<file path="src/rtl/alu_ctrl_pkg.sv">
// Opcode encodings, decode helpers and FSM states shared by the ALU issue controller.
// Latency: none (types and constants only); backpressure: not applicable.
package alu_ctrl_pkg;

    localparam logic [3:0] OP_ADD       = 4'b0000;
    localparam logic [3:0] OP_SUB       = 4'b0001;
    localparam logic [3:0] OP_MUL       = 4'b0010;
    localparam logic [3:0] MUL_MASK     = 4'b1110;
    localparam logic [3:0] LOAD_MASK    = 4'b1000;
    localparam logic [3:0] LOAD_VAL     = 4'b1000;
    localparam logic [3:0] ILLEGAL_MASK = 4'b1100;
    localparam logic [3:0] ILLEGAL_VAL  = 4'b0100;

    typedef enum logic [1:0] {
        IDLE = 2'd0,
        EXEC = 2'd1,
        RESP = 2'd2
    } state_e;

    function automatic logic is_load(input logic [3:0] op);
        return (op & LOAD_MASK) == LOAD_VAL;
    endfunction

    function automatic logic is_illegal(input logic [3:0] op);
        return (op & ILLEGAL_MASK) == ILLEGAL_VAL;
    endfunction

    function automatic logic is_mul(input logic [3:0] op);
        return (op & MUL_MASK) == OP_MUL;
    endfunction

endpackage

</file>
<file path="src/rtl/alu_issue_controller_if.sv">
// Instruction, ALU-side and result handshake bundle of the ALU issue controller.
// Latency: wires only; backpressure: instr_valid/instr_ready and res_valid/res_ready.
interface alu_issue_if #(parameter int AW = 3);

    logic          instr_valid;
    logic          instr_ready;
    logic [3:0]    instr_opcode;
    logic [AW-1:0] instr_rd;
    logic [AW-1:0] instr_rs1;
    logic [AW-1:0] instr_rs2;
    logic [7:0]    instr_imm;

    logic [7:0]    alu_A;
    logic [7:0]    alu_B;
    logic [3:0]    alu_opcode;
    logic [7:0]    alu_Y;
    logic          alu_carry_out;

    logic          res_valid;
    logic          res_ready;
    logic [7:0]    res_data;
    logic [AW-1:0] res_rd;
    logic          res_carry;
    logic          res_err;

    // Controller side
    modport slave (
        input  instr_valid, instr_opcode, instr_rd, instr_rs1, instr_rs2, instr_imm,
        input  alu_Y, alu_carry_out, res_ready,
        output instr_ready, alu_A, alu_B, alu_opcode,
        output res_valid, res_data, res_rd, res_carry, res_err
    );

    // Instruction source, arithmetic unit and result consumer side
    modport master (
        output instr_valid, instr_opcode, instr_rd, instr_rs1, instr_rs2, instr_imm,
        output alu_Y, alu_carry_out, res_ready,
        input  instr_ready, alu_A, alu_B, alu_opcode,
        input  res_valid, res_data, res_rd, res_carry, res_err
    );

endinterface

</file>
<file path="src/rtl/alu_regfile.sv">
// NREGS x 8 register file: two combinational read ports, one synchronous write port.
// Latency: read 0 cycles, write visible after the edge; backpressure: none.
module alu_regfile #(
    parameter int NREGS = 8,
    localparam int AW = $clog2(NREGS)
) (
    input  logic          clk,
    input  logic          rst_n,
    input  logic [AW-1:0] raddr_a_i,
    input  logic [AW-1:0] raddr_b_i,
    output logic [7:0]    rdata_a_o,
    output logic [7:0]    rdata_b_o,
    input  logic          we_i,
    input  logic [AW-1:0] waddr_i,
    input  logic [7:0]    wdata_i
);

    logic [7:0] mem_q [NREGS];

    assign rdata_a_o = mem_q[raddr_a_i];
    assign rdata_b_o = mem_q[raddr_b_i];

    always_ff @(posedge clk) begin
        if (!rst_n) begin
            for (int i = 0; i < NREGS; i++) begin
                mem_q[i] <= 8'h00;
            end
        end else if (we_i) begin
            mem_q[waddr_i] <= wdata_i;
        end
    end

endmodule

</file>
<file path="src/rtl/alu_issue_controller.sv">
// Issues one instruction at a time to an external arithmetic unit and writes the result back.
// Latency: accept N -> result N+2 (one per 3 cycles max); backpressure: RESP holds until res_ready.
module alu_issue_controller
    import alu_ctrl_pkg::*;
#(
    parameter int NREGS = 8
) (
    input  logic       clk,
    input  logic       rst_n,
    alu_issue_if.slave io
);

    localparam int AW = $clog2(NREGS);

    state_e        state_q;
    logic [3:0]    op_q;
    logic [AW-1:0] rd_q;
    logic [7:0]    imm_q;
    logic [7:0]    alu_a_q;
    logic [7:0]    alu_b_q;
    logic          carry_q;

    logic          res_vld_q;
    logic [7:0]    res_data_q;
    logic [AW-1:0] res_rd_q;
    logic          res_carry_q;
    logic          res_err_q;

    logic [7:0]    rdata_a;
    logic [7:0]    rdata_b;
    logic          wr_en_d;
    logic [7:0]    wr_dat_d;
    logic          carry_d;

    alu_regfile #(.NREGS(NREGS)) u_regfile (
        .clk       (clk),
        .rst_n     (rst_n),
        .raddr_a_i (io.instr_rs1),
        .raddr_b_i (io.instr_rs2),
        .rdata_a_o (rdata_a),
        .rdata_b_o (rdata_b),
        .we_i      (wr_en_d),
        .waddr_i   (rd_q),
        .wdata_i   (wr_dat_d)
    );

    // LOAD and ILLEGAL leave the carry flag alone; MUL clears it whatever the ALU says.
    always_comb begin
        wr_en_d  = (state_q == EXEC) && !is_illegal(op_q);
        wr_dat_d = is_load(op_q) ? imm_q : io.alu_Y;
        carry_d  = carry_q;
        if (!is_load(op_q) && !is_illegal(op_q)) begin
            carry_d = is_mul(op_q) ? 1'b0 : io.alu_carry_out;
        end
    end

    always_ff @(posedge clk) begin
        if (!rst_n) begin
            state_q     <= IDLE;
            op_q        <= 4'h0;
            rd_q        <= '0;
            imm_q       <= 8'h00;
            alu_a_q     <= 8'h00;
            alu_b_q     <= 8'h00;
            carry_q     <= 1'b0;
            res_vld_q   <= 1'b0;
            res_data_q  <= 8'h00;
            res_rd_q    <= '0;
            res_carry_q <= 1'b0;
            res_err_q   <= 1'b0;
        end else begin
            case (state_q)
                IDLE: begin
                    if (io.instr_valid) begin
                        op_q    <= io.instr_opcode;
                        rd_q    <= io.instr_rd;
                        imm_q   <= io.instr_imm;
                        alu_a_q <= rdata_a;
                        alu_b_q <= rdata_b;
                        state_q <= EXEC;
                    end
                end
                EXEC: begin
                    res_data_q  <= is_illegal(op_q) ? 8'h00 : wr_dat_d;
                    res_rd_q    <= rd_q;
                    res_carry_q <= carry_d;
                    res_err_q   <= is_illegal(op_q);
                    carry_q     <= carry_d;
                    res_vld_q   <= 1'b1;
                    state_q     <= RESP;
                end
                RESP: begin
                    if (io.res_ready) begin
                        res_vld_q <= 1'b0;
                        state_q   <= IDLE;
                    end
                end
                default: begin
                    res_vld_q <= 1'b0;
                    state_q   <= IDLE;
                end
            endcase
        end
    end

    // Ready is gated by rst_n so nothing is taken while reset is held.
    assign io.instr_ready = rst_n && (state_q == IDLE);
    assign io.alu_A       = alu_a_q;
    assign io.alu_B       = alu_b_q;
    assign io.alu_opcode  = op_q;
    assign io.res_valid   = res_vld_q;
    assign io.res_data    = res_data_q;
    assign io.res_rd      = res_rd_q;
    assign io.res_carry   = res_carry_q;
    assign io.res_err     = res_err_q;

endmodule

</file>
<file path="src/flat_wrapper.sv">
// flat-port wrapper written by rule: the top's interface ports become plain ports
module alu_issue_controller_flat import alu_ctrl_pkg::*;
#(
    parameter int NREGS = 8
)
  (clk, rst_n, io_instr_valid, io_instr_opcode, io_instr_rd, io_instr_rs1, io_instr_rs2, io_instr_imm, io_alu_Y, io_alu_carry_out, io_res_ready, io_instr_ready, io_alu_A, io_alu_B, io_alu_opcode, io_res_valid, io_res_data, io_res_rd, io_res_carry, io_res_err);
  alu_issue_if #(.AW((3))) io_i ();
  input  logic clk;
  input  logic rst_n;
  input wire logic [$bits(io_i.instr_valid)-1:0] io_instr_valid;
  input wire logic [$bits(io_i.instr_opcode)-1:0] io_instr_opcode;
  input wire logic [$bits(io_i.instr_rd)-1:0] io_instr_rd;
  input wire logic [$bits(io_i.instr_rs1)-1:0] io_instr_rs1;
  input wire logic [$bits(io_i.instr_rs2)-1:0] io_instr_rs2;
  input wire logic [$bits(io_i.instr_imm)-1:0] io_instr_imm;
  input wire logic [$bits(io_i.alu_Y)-1:0] io_alu_Y;
  input wire logic [$bits(io_i.alu_carry_out)-1:0] io_alu_carry_out;
  input wire logic [$bits(io_i.res_ready)-1:0] io_res_ready;
  output wire logic [$bits(io_i.instr_ready)-1:0] io_instr_ready;
  output wire logic [$bits(io_i.alu_A)-1:0] io_alu_A;
  output wire logic [$bits(io_i.alu_B)-1:0] io_alu_B;
  output wire logic [$bits(io_i.alu_opcode)-1:0] io_alu_opcode;
  output wire logic [$bits(io_i.res_valid)-1:0] io_res_valid;
  output wire logic [$bits(io_i.res_data)-1:0] io_res_data;
  output wire logic [$bits(io_i.res_rd)-1:0] io_res_rd;
  output wire logic [$bits(io_i.res_carry)-1:0] io_res_carry;
  output wire logic [$bits(io_i.res_err)-1:0] io_res_err;
  assign io_i.instr_valid = io_instr_valid;
  assign io_i.instr_opcode = io_instr_opcode;
  assign io_i.instr_rd = io_instr_rd;
  assign io_i.instr_rs1 = io_instr_rs1;
  assign io_i.instr_rs2 = io_instr_rs2;
  assign io_i.instr_imm = io_instr_imm;
  assign io_i.alu_Y = io_alu_Y;
  assign io_i.alu_carry_out = io_alu_carry_out;
  assign io_i.res_ready = io_res_ready;
  assign io_instr_ready = io_i.instr_ready;
  assign io_alu_A = io_i.alu_A;
  assign io_alu_B = io_i.alu_B;
  assign io_alu_opcode = io_i.alu_opcode;
  assign io_res_valid = io_i.res_valid;
  assign io_res_data = io_i.res_data;
  assign io_res_rd = io_i.res_rd;
  assign io_res_carry = io_i.res_carry;
  assign io_res_err = io_i.res_err;
  alu_issue_controller #(.NREGS(NREGS)) u_core (.clk(clk), .rst_n(rst_n), .io(io_i));
endmodule
</file>
<file path="config.mk">
export PLATFORM = sky130hd
export DESIGN_NAME = alu_issue_controller_flat
export DESIGN_NICKNAME = d
export VERILOG_FILES = /design/src/rtl/alu_ctrl_pkg.sv /design/src/rtl/alu_issue_controller_if.sv /design/src/rtl/alu_regfile.sv /design/src/rtl/alu_issue_controller.sv /design/src/flat_wrapper.sv
export SDC_FILE = /design/constraint.sdc
export NUM_CORES = 1
export LEC_CHECK = 0
export ABC_AREA = 1
export BUFFER_PORTS_ARGS = -buffer_cell sky130_fd_sc_hd__buf_4
export CORE_MARGIN = 2
export CORE_UTILIZATION = 38
export DETAILED_ROUTE_END_ITERATION = 12
export HOLD_SLACK_MARGIN = 0.15
export PLACE_DENSITY = 0.53
export SLEW_MARGIN = 20
export SYNTH_ARGS = -nofsm -noshare
export SYNTH_HDL_FRONTEND = slang
export SYNTH_HIERARCHICAL = 1
export SYNTH_SLANG_ARGS = --single-unit
</file>
<file path="constraint.sdc">
create_clock -name clk -period 4.4 [get_ports clk]
set_clock_uncertainty 0.15 [all_clocks]
set_input_delay 0.44 -clock clk [delete_from_list [all_inputs] [get_ports clk]]
set_output_delay 0.44 -clock clk [all_outputs]
set_load 0.02 [all_outputs]
</file>
==> results.ini, run 1 <==
[yosys]
synth_area_leaders = edfxtp_1 34%, dfxtp_1 16%, nand2_1 16%, nor2_1 9.3%, inv_1 5.8%
yosysTopAreaCell = edfxtp_1
yosys_register_bits = 111
synth.distinct_cells = 24
syn_area_um2 = 5719
syn_avg_cell_area_um2 = 7.466
yosys_warnings = 6
syn_nets = 800
synth_top_area_share_pct = 33.60
syn-instance-count = 766
yosysSeqAreaShare_pct = 50.05

[sta]
setup_viol = 0
worstMarginPinSlew_ps = 832.6
slew-limit-headroom_pct = 44.42
fin_crit_ps = 2570
maxSlewViolCount = 0
hold_viol = 0
finalCritPeriodShare_pct = 58.40
tns_ps = 0
timing.fmax_ghz = 0.3892
rsz0062_at_grt = false

[critical_path]
critPathSlowestCell = dfxtp_1
r2r_end = u_core/u_regfile/mem_q[6][1]
critPathCaptureType = register
critical_path.max_fanout = 20
crit_chain = nor2_2, nor2_4, nand2_4, nor2_4, nand2_4, nand2_1
r2r_cells = 6
worst_path_largest_cell_delay_ps = 870
criticalPathCategory = reg2reg
regToRegSetupSlack_ps = 1830
path_buf_inv = 0
path_delay_family = simple AND/OR/NAND/NOR gates
cp-start-kind = register
reg2reg_from = u_core/io.alu_opcode[3]
crit_start = u_core/io.alu_opcode[3]
worstPathRequired_ps = 4270
critPathArrivalTime_ps = 2440

[finish]
layout.nets = 842
antenna_cells = 0
drive_gt1_share_pct = 14.15
mostFrequentLayoutCell = nand2_1
fillers = 1491
final_area_um2 = 6510
area_growth_syn_to_layout_pct = 13.83
final_cell_mix = 245 x nand2_1, 142 x nor2_1, 89 x inv_1, 68 x buf_4, 65 x nand3_1

[floorplan]
core_area_um2 = 14640
ioPinCount = 69
die_area_um2 = 16050
start_util_pct = 39.06
die_w_um = 126.7
rows = 44
die_h_um = 126.7

[worst_hold_path]
holdPathEnd = u_core/io.alu_opcode[0]
hold_path_class = in2reg
hold_path_depth = 3
min_from = io_instr_opcode[0]

[place]
gp_congestion = 0.8969
dp_hpwl_mm = 12.00
dpl_cell_area_um2 = 6212
numPortBuffers = 68

[grt]
antenna_found_initial = 0
grt_pass1_wl_mm = 26.14
grt_pass1_vias = 4863
grt_start_max_net_pins = 48
globalRouteOverflowTotal = 0
grtUsageTotal_pct = 21.41

[clocking]
cts.hold.buffers_added = 0
clock_path_buffers = 2
htreeDepth = 3
cts_setup_buffers = 0
insertion_delay_ps = 360
cts_tree = yes
cts_root_buf = clkbuf_16
path_clk_slew_ps = 80
cts_resized = 0
cts_buffers = 9
cts_sinks = 111

[pwr]
total_power_mw = 2.400
ir_drop_mv = 0.2065
p_leak_nw = 3.221
power_density_nw_per_um2 = 368.7

[job]
maxCapViolCount = 0

[detailed_routing]
dr.pass1.iters = 5
drtIter0Drc = 406
route.detailed.drc = 0
wl_per_cell_um = 16.64
vias_per_cell = 4.968
vias = 4953
drt-total-wl_mm = 16.60
ant_nets = 0

[run_status]
status = finished clean

[worst reg2reg max path, cell delays in order, from the launching register on]
cell and delay, ps:
dfxtp_1 870, nor2_2 120, nor2_4 260, nand2_4 100, nor2_4 310, nand2_4 130, nand2_1 300
[sequential cells by signal, summed over array words and instances (netlist names), 3 cells and up]
register,flops
u_core/imm_q,8
u_core/io.alu_A,8
u_core/io.alu_B,8
u_core/io.alu_opcode,4
u_core/io.res_data,8
u_core/io.res_rd,3
u_core/rd_q,3
u_core/u_regfile/mem_q,64
[cells in the mapped netlist (all sizes together)]
cell    number
buf         31
nand3       66
nor2       146
o21ai       44
a21oi       11
nand2      255
edfxtp      64
clkbuf       6
dfxtp       47
inv         96
[routing by layer]
layer,wire length (um),vias to the layer above,GRT usage (%)
li1,-,2460,-
met3,1183,17,4.091
met5,0,-,0
met2,7404,158,33.07
met4,231,0,6.464
met1,7775,2318,30.66
[where the power goes]
part | total, mW | internal (mW) | leakage, nW | switching, mW
Clock | 0.818 | 0.426 | 0.148 | 0.392
Combinational | 0.391 | 0.123 | 2.02 | 0.268
Sequential | 1.19 | 1.15 | 1.05 | 0.0382
Total | 2.40 | 1.70 | 3.22 | 0.698
[metrics by stage]
stage / std cells / worst slack (ps) / hold slack [ps] / utilization [%]
floorplan: 766 / 2409 / 295.7 / -
global placement: 981 / 1927 / 312.7 / 42.42
detailed placement: 981 / 1816 / 311.5 / 42.42
CTS: 997 / 1802 / 153.6 / 44.45
global route: 997 / 1592 / 168.2 / 44.45
finish: 997 / 1830 / 167.6 / 44.45
[worst max path at each step]
stage | endpoint | slack (ps) | cells after the start
after global routing | u_core/u_regfile/mem_q[2][4] | 1590 | 6
after CTS | u_core/u_regfile/mem_q[4][5] | 1800 | 6
after global placement | u_core/u_regfile/mem_q[6][4] | 1930 | 6
final | u_core/u_regfile/mem_q[6][1] | 1830 | 6
after floorplan | u_core/u_regfile/mem_q[5][0] | 2410 | 7
after detailed placement | u_core/u_regfile/mem_q[4][4] | 1820 | 6
[cell families after synthesis]
kind of cell    after synthesis  share of synthesized area (%)
compound gates               55                          5.469
buf+inv                     133                          10.63
flops                       111                          50.05
simple gates                467                          33.84
[final cells by class]
class | count | area, um^2 | share of cell area, %
clock buffer | 10 | 250.2 | 3.844
clock inverter | 6 | 47.55 | 0.7303
inverter | 96 | 360.3 | 5.535
multi-input combinational | 522 | 2248 | 34.54
sequential | 111 | 2863 | 43.97
tap | 184 | 230.2 | 3.536
timing repair buffer | 68 | 510.5 | 7.842
Note: power is estimated with default switching activity, not from simulation.
==> run 2, diff against run 1 <==
ABC_AREA = 0   (was 1)
PLACE_DENSITY = 0.55   (was 0.53)
clock period = 2.3 ns   (was 4.4 ns; I/O delays follow)
==> run 2 against run 1 <==
Compared with the run above: non-clock buffer count grew 45; die area shrank 5.1%; sequential share of layout area shrank 0.81 points; clock-buffer cell count grew 2; hold slack gained 25 ps; sequential power grew 89%; first-iteration DRC count shrank 17%; critical endpoint is now io_instr_ready.
==> results.ini, run 2 <==
[yosys]
yosys_warnings = 6
synthTopCellsByCount = 77 x nand2_1, 64 x edfxtp_1, 48 x nor3_1, 47 x dfxtp_1, 30 x a21boi_1
synth-edff-count = 64
synth.area.mux_share_pct = 20.30
synth-xor-area-share_pct = 0
syn_nets = 473
yosysSeqAreaShare_pct = 52.83
synth_area_leaders = edfxtp_1 35%, dfxtp_1 17%, mux4_1 14%, nand2_1 5.3%, mux2_2 5.0%
synthFlopType = edfxtp_1
synth_compound_area_share_pct = 7.389
synth_most_common_cell = nand2_1
syn_area_um2 = 5419
yosys.area_share.simple_pct = 14.45
syn-instance-count = 439
synth.distinct_cells = 32
yosys.area_share.adder_pct = 0
synth_top_family_by_area = multiplexers
yosysTopAreaCell = edfxtp_1
syn_avg_cell_area_um2 = 12.34
yosys_register_bits = 111
ys_async_sr_fraction_pct = 0
synth_top_area_share_pct = 35.47

[floorplan]
core_area_um2 = 13880
rows = 43
ioPinCount = 69
die_h_um = 123.4
start_util_pct = 39.04
die_area_um2 = 15230
die_w_um = 123.4

[place]
dpl_cell_area_um2 = 6118
numPortBuffers = 68
dp.cells = 671
dp_hpwl_mm = 9.492
gp_congestion = 0.8271

[critical_path]
r2r_cells = 6
critPathArrivalTime_ps = 1770
criticalPathCategory = in2out
worstPathRequired_ps = 1920
cp-start-kind = input pin
critPathCaptureType = output port
critical_path.max_fanout = 47

[detailed_routing]
drt-total-wl_mm = 13.39
top_layer = met4
wl_per_cell_um = 18.97
wl_met1_mm = 6.073
route.detailed.drc = 0
vias_per_cell = 5.324
dr.pass1.iters = 5
wl_met3_um = 681
drtIter0Drc = 339
ant_nets = 0
vias = 3759
route.met2.wl_mm = 6.192

[finish]
layout.nets = 555
fin_cells = 706
regMostFlops = u_core/u_regfile/mem_q
antenna_cells = 0
final_area_um2 = 6633
final_cell_mix = 93 x buf_4, 77 x nand2_1, 64 x edfxtp_1, 48 x nor3_1, 47 x dfxtp_1
drive_gt1_share_pct = 26.43
fillers = 1246
largest_reg_flops = 64
mostFrequentLayoutCell = buf_4
area_growth_syn_to_layout_pct = 22.40

[sta]
slew-limit-headroom_pct = 65.36
maxSlewViolCount = 0
worstMarginPinSlew_ps = 519.6
fin_crit_ps = 2154
finalCritPeriodShare_pct = 93.65
rsz0062_at_grt = false
setup_viol = 0
hold_viol = 0
timing.fmax_ghz = 0.4642

[worst_hold_path]
hold_path_class = in2reg
hold_path_depth = 4

[job]
maxCapViolCount = 0

[grt]
grt_pass1_wl_mm = 20.47
grtUsageTotal_pct = 18.50
globalRouteOverflowTotal = 0
antenna_found_initial = 0
grt_pass1_vias = 3741
grt_start_max_net_pins = 48

[clocking]
clock_path_buffers = 2
path_clk_slew_ps = 70
cts_buffers = 9
cts_sinks = 111
cts_tree = yes
cts_root_buf = clkbuf_16
insertion_delay_ps = 360
cts_setup_buffers = 0
htreeDepth = 3

[pwr]
power_density_nw_per_um2 = 682.3
ir_drop_mv = 0.4124
p_leak_nw = 2.537

[run_status]
status = finished clean

## run 2: changes by cell type in the layout (fill, tap and decap cells not counted), sizes merged, moves of 10 or more
cell         before  now
o21ai            44    8
a21boi            0   43
nand2           255   77
nand3            66    9
nor2            146    3
mux4              0   32
dlygate4sd3       0   19
nor3              0   48
a21oi            11    1
buf              68   94
nor4              0   16
inv              99    8
mux2              0   24
## run 2: kinds of logic after synthesis
family | count (synthesis)
buf+inv | 50
flops | 111
simple gates | 166
mux | 56
compound gates | 56
## run 2: area by class of cell
cell class / count / area [um^2] / area share, %
repair buffers: 113 / 899.6 / 13.56
well taps: 180 / 225.2 / 3.396
multi-input cells: 278 / 2295 / 34.60
inverters: 8 / 30.03 / 0.4527
flip-flops and latches: 111 / 2863 / 43.16
clock inverters: 4 / 52.55 / 0.7923
clock buffers: 12 / 267.8 / 4.037
## run 2: power breakdown
group,switching (mW),internal [mW],leakage [nW]
Sequential,0.0586,2.19,1.05
Combinational,0.342,0.294,1.33
Clock,0.700,0.943,0.158
## run 2: stage by stage
step	util, %	hold slack, ps	total power [mW]	worst slack [ps]	TNS, ps
6_report	47.78	192.8	4.525	145.9	0
5_1_grt	47.78	247.2	4.681	46.93	0
4_1_cts	47.76	183.3	4.563	34.74	0
3_5_place_dp	44.08	293.9	2.900	313.0	0
3_3_place_gp	44.08	288.7	2.894	355.9	0
2_1_floorplan	-	201.7	2.668	-187.0	-4596
## run 2: final timing paths
kind | from | endpoint | slack (ps)
hold reg to reg | u_core/io.alu_A[0] | u_core/io.alu_A[0] | 300
setup / recovery | rst_n | io_instr_ready | 150
setup reg to reg | u_core/state_q[1] | u_core/u_regfile/mem_q[4][0] | 310
hold / removal | io_alu_Y[0] | u_core/io.res_data[0] | 190
## run 2: what timing repair did
action	4_1_cts	5_1_grt
endpoints found under the setup margin	0	1
hold endpoints to repair	21	0
hold buffers	19	0
resized for setup	0	1
## run 2: routing by layer
| layer | up-vias | global-route usage, % |
|---|---|---|
| met4 | 0 | 9.730 |
| met3 | 24 | 2.675 |
| met5 | - | 0 |
| met1 | 1810 | 25.34 |
| met2 | 108 | 28.50 |
| li1 | 1817 | - |
## run 2: critical path, stage by stage
cell and delay [ps]:
dlygate4sd3_1 540, buf_4 200, buf_6 290, nor3b_1 300, buf_4 200
==> run 3, diff against run 2 <==
CTS_CLUSTER_SIZE = 8   (was not set)
REMOVE_ABC_BUFFERS = 1   (was not set)
==> run 3 against run 2 <==
Compared with the run above: global-route usage up 1.7 points; combinational power up 4.6%; utilization is 1.0 points higher; final area grew 2.1%; first-iteration DRC count up 5.6%; worst setup slack better by 29 ps.
==> results.ini, run 3 (same netlist as run 2, synthesis figures left out) <==
[pwr]
power_density_nw_per_um2 = 658.1
ir_drop_mv = 0.3411
p_leak_nw = 2.632

[place]
dp_hpwl_mm = 10.08
gp_congestion = 0.8431
numPortBuffers = 68

[run_status]
status = finished clean

[detailed_routing]
vias_per_cell = 5.405
route.detailed.drc = 0
wl_per_cell_um = 20.00
drtIter0Drc = 358
vias = 3913
ant_nets = 0
dr.pass1.iters = 5
drt-total-wl_mm = 14.48

[grt]
grt_start_max_net_pins = 32
antenna_found_initial = 0
grt_pass1_vias = 3836
grtUsageTotal_pct = 20.25
globalRouteOverflowTotal = 0
grt_pass1_wl_mm = 22.14

[finish]
final_cell_mix = 97 x buf_4, 77 x nand2_1, 64 x edfxtp_1, 48 x nor3_1, 47 x dfxtp_1
largest_reg_flops = 64
mostFrequentLayoutCell = buf_4
area_growth_syn_to_layout_pct = 24.96
layout.nets = 573
regMostFlops = u_core/u_regfile/mem_q
drive_gt1_share_pct = 26.10
antenna_cells = 0
fin_util_pct = 48.78

[worst_hold_path]
hold_path_class = in2reg
min_from = io_alu_Y[2]
hold_path_depth = 4
holdPathEnd = u_core/io.res_data[2]

[clocking]
insertion_delay_ps = 350
htreeDepth = 3
cts_setup_buffers = 0
cts_sinks = 111
clock_path_buffers = 2
cts_tree = yes
path_clk_slew_ps = 70
cts_buffers = 9
cts_root_buf = clkbuf_16

[critical_path]
critPathCaptureType = output port
criticalPathCategory = in2out
critPathArrivalTime_ps = 1750
crit_start = rst_n
r2r_end = u_core/io.res_carry
cp-start-kind = input pin
critical_path.max_fanout = 30
worstPathRequired_ps = 1920
regToRegSetupSlack_ps = 180
reg2reg_from = u_core/state_q[1]
r2r_cells = 5

[floorplan]
rows = 43
die_w_um = 123.4
start_util_pct = 39.04
die_area_um2 = 15230
core_area_um2 = 13880
die_h_um = 123.4
ioPinCount = 69

[sta]
maxSlewViolCount = 0
slew-limit-headroom_pct = 59.46
rsz0062_at_grt = false
fin_crit_ps = 2125
setup_viol = 0
finalCritPeriodShare_pct = 92.40
timing.fmax_ghz = 0.4705
tns_ps = 0
hold_viol = 0
worstMarginPinSlew_ps = 607.2

[job]
maxCapViolCount = 0

[run 3: routing by layer]
layer | track usage [%] | vias to the layer above | part of all wire [%]
met4 | 7.955 | 0 | 1.6
met2 | 31.49 | 121 | 48
li1 | - | 1856 | -
met3 | 2.583 | 15 | 5.0
met5 | 0 | - | 0
met1 | 28.88 | 1921 | 45
[run 3: cell type report]
type                            count  area, um^2
Inverter                            8       30.03
Multi-Input combinational cell    278        2290
Fill cell                        1276        7109
Clock buffer                       13       270.3
Clock inverter                      3       23.77
Tap cell                          180       225.2
Sequential cell                   111        2863
Timing Repair Buffer              131        1070
[run 3: worst max path at each step]
stage	to	slack, ps
floorplan	u_core/u_regfile/mem_q[1][0]	-940
global placement	u_core/u_regfile/mem_q[6][4]	320
detailed placement	u_core/u_regfile/mem_q[6][1]	250
CTS	io_instr_ready	50
global route	io_instr_ready	60
finish	io_instr_ready	170
[run 3: stage by stage]
step                      cell area, um^2  hold WS, ps  instances  worst slack [ps]  power (mW)
after CTS                            6768        193.1        724             47.28       4.501
after global placement               6143        287.0        675             318.0       2.905
final                                6771        200.4        724             174.8       4.456
after global routing                 6771        217.8        724             59.18       4.642
after floorplan                      5176        201.7        397            -938.4       2.600
after detailed placement             6143        297.2        675             251.4       2.917
[run 3: worst max-delay path, cell delays in order]
cell and delay [ps]:
dlygate4sd3_1 540, buf_6 220, buf_4 260, nor3b_1 290, buf_4 200
[run 3: what timing repair did]
| item | CTS | global route |
|---|---|---|
| gates resized for setup | 0 | 1 |
| hold endpoints to repair | 28 | 0 |
| hold buffers | 33 | 0 |
| setup endpoints to repair | 0 | 1 |
[run 3: report_power, final]
part	internal, mW	leakage, nW	switching [mW]
Sequential	2.19	1.05	0.0630
Clock	0.832	0.147	0.709
Combinational	0.315	1.44	0.350
Total	3.33	2.63	1.12
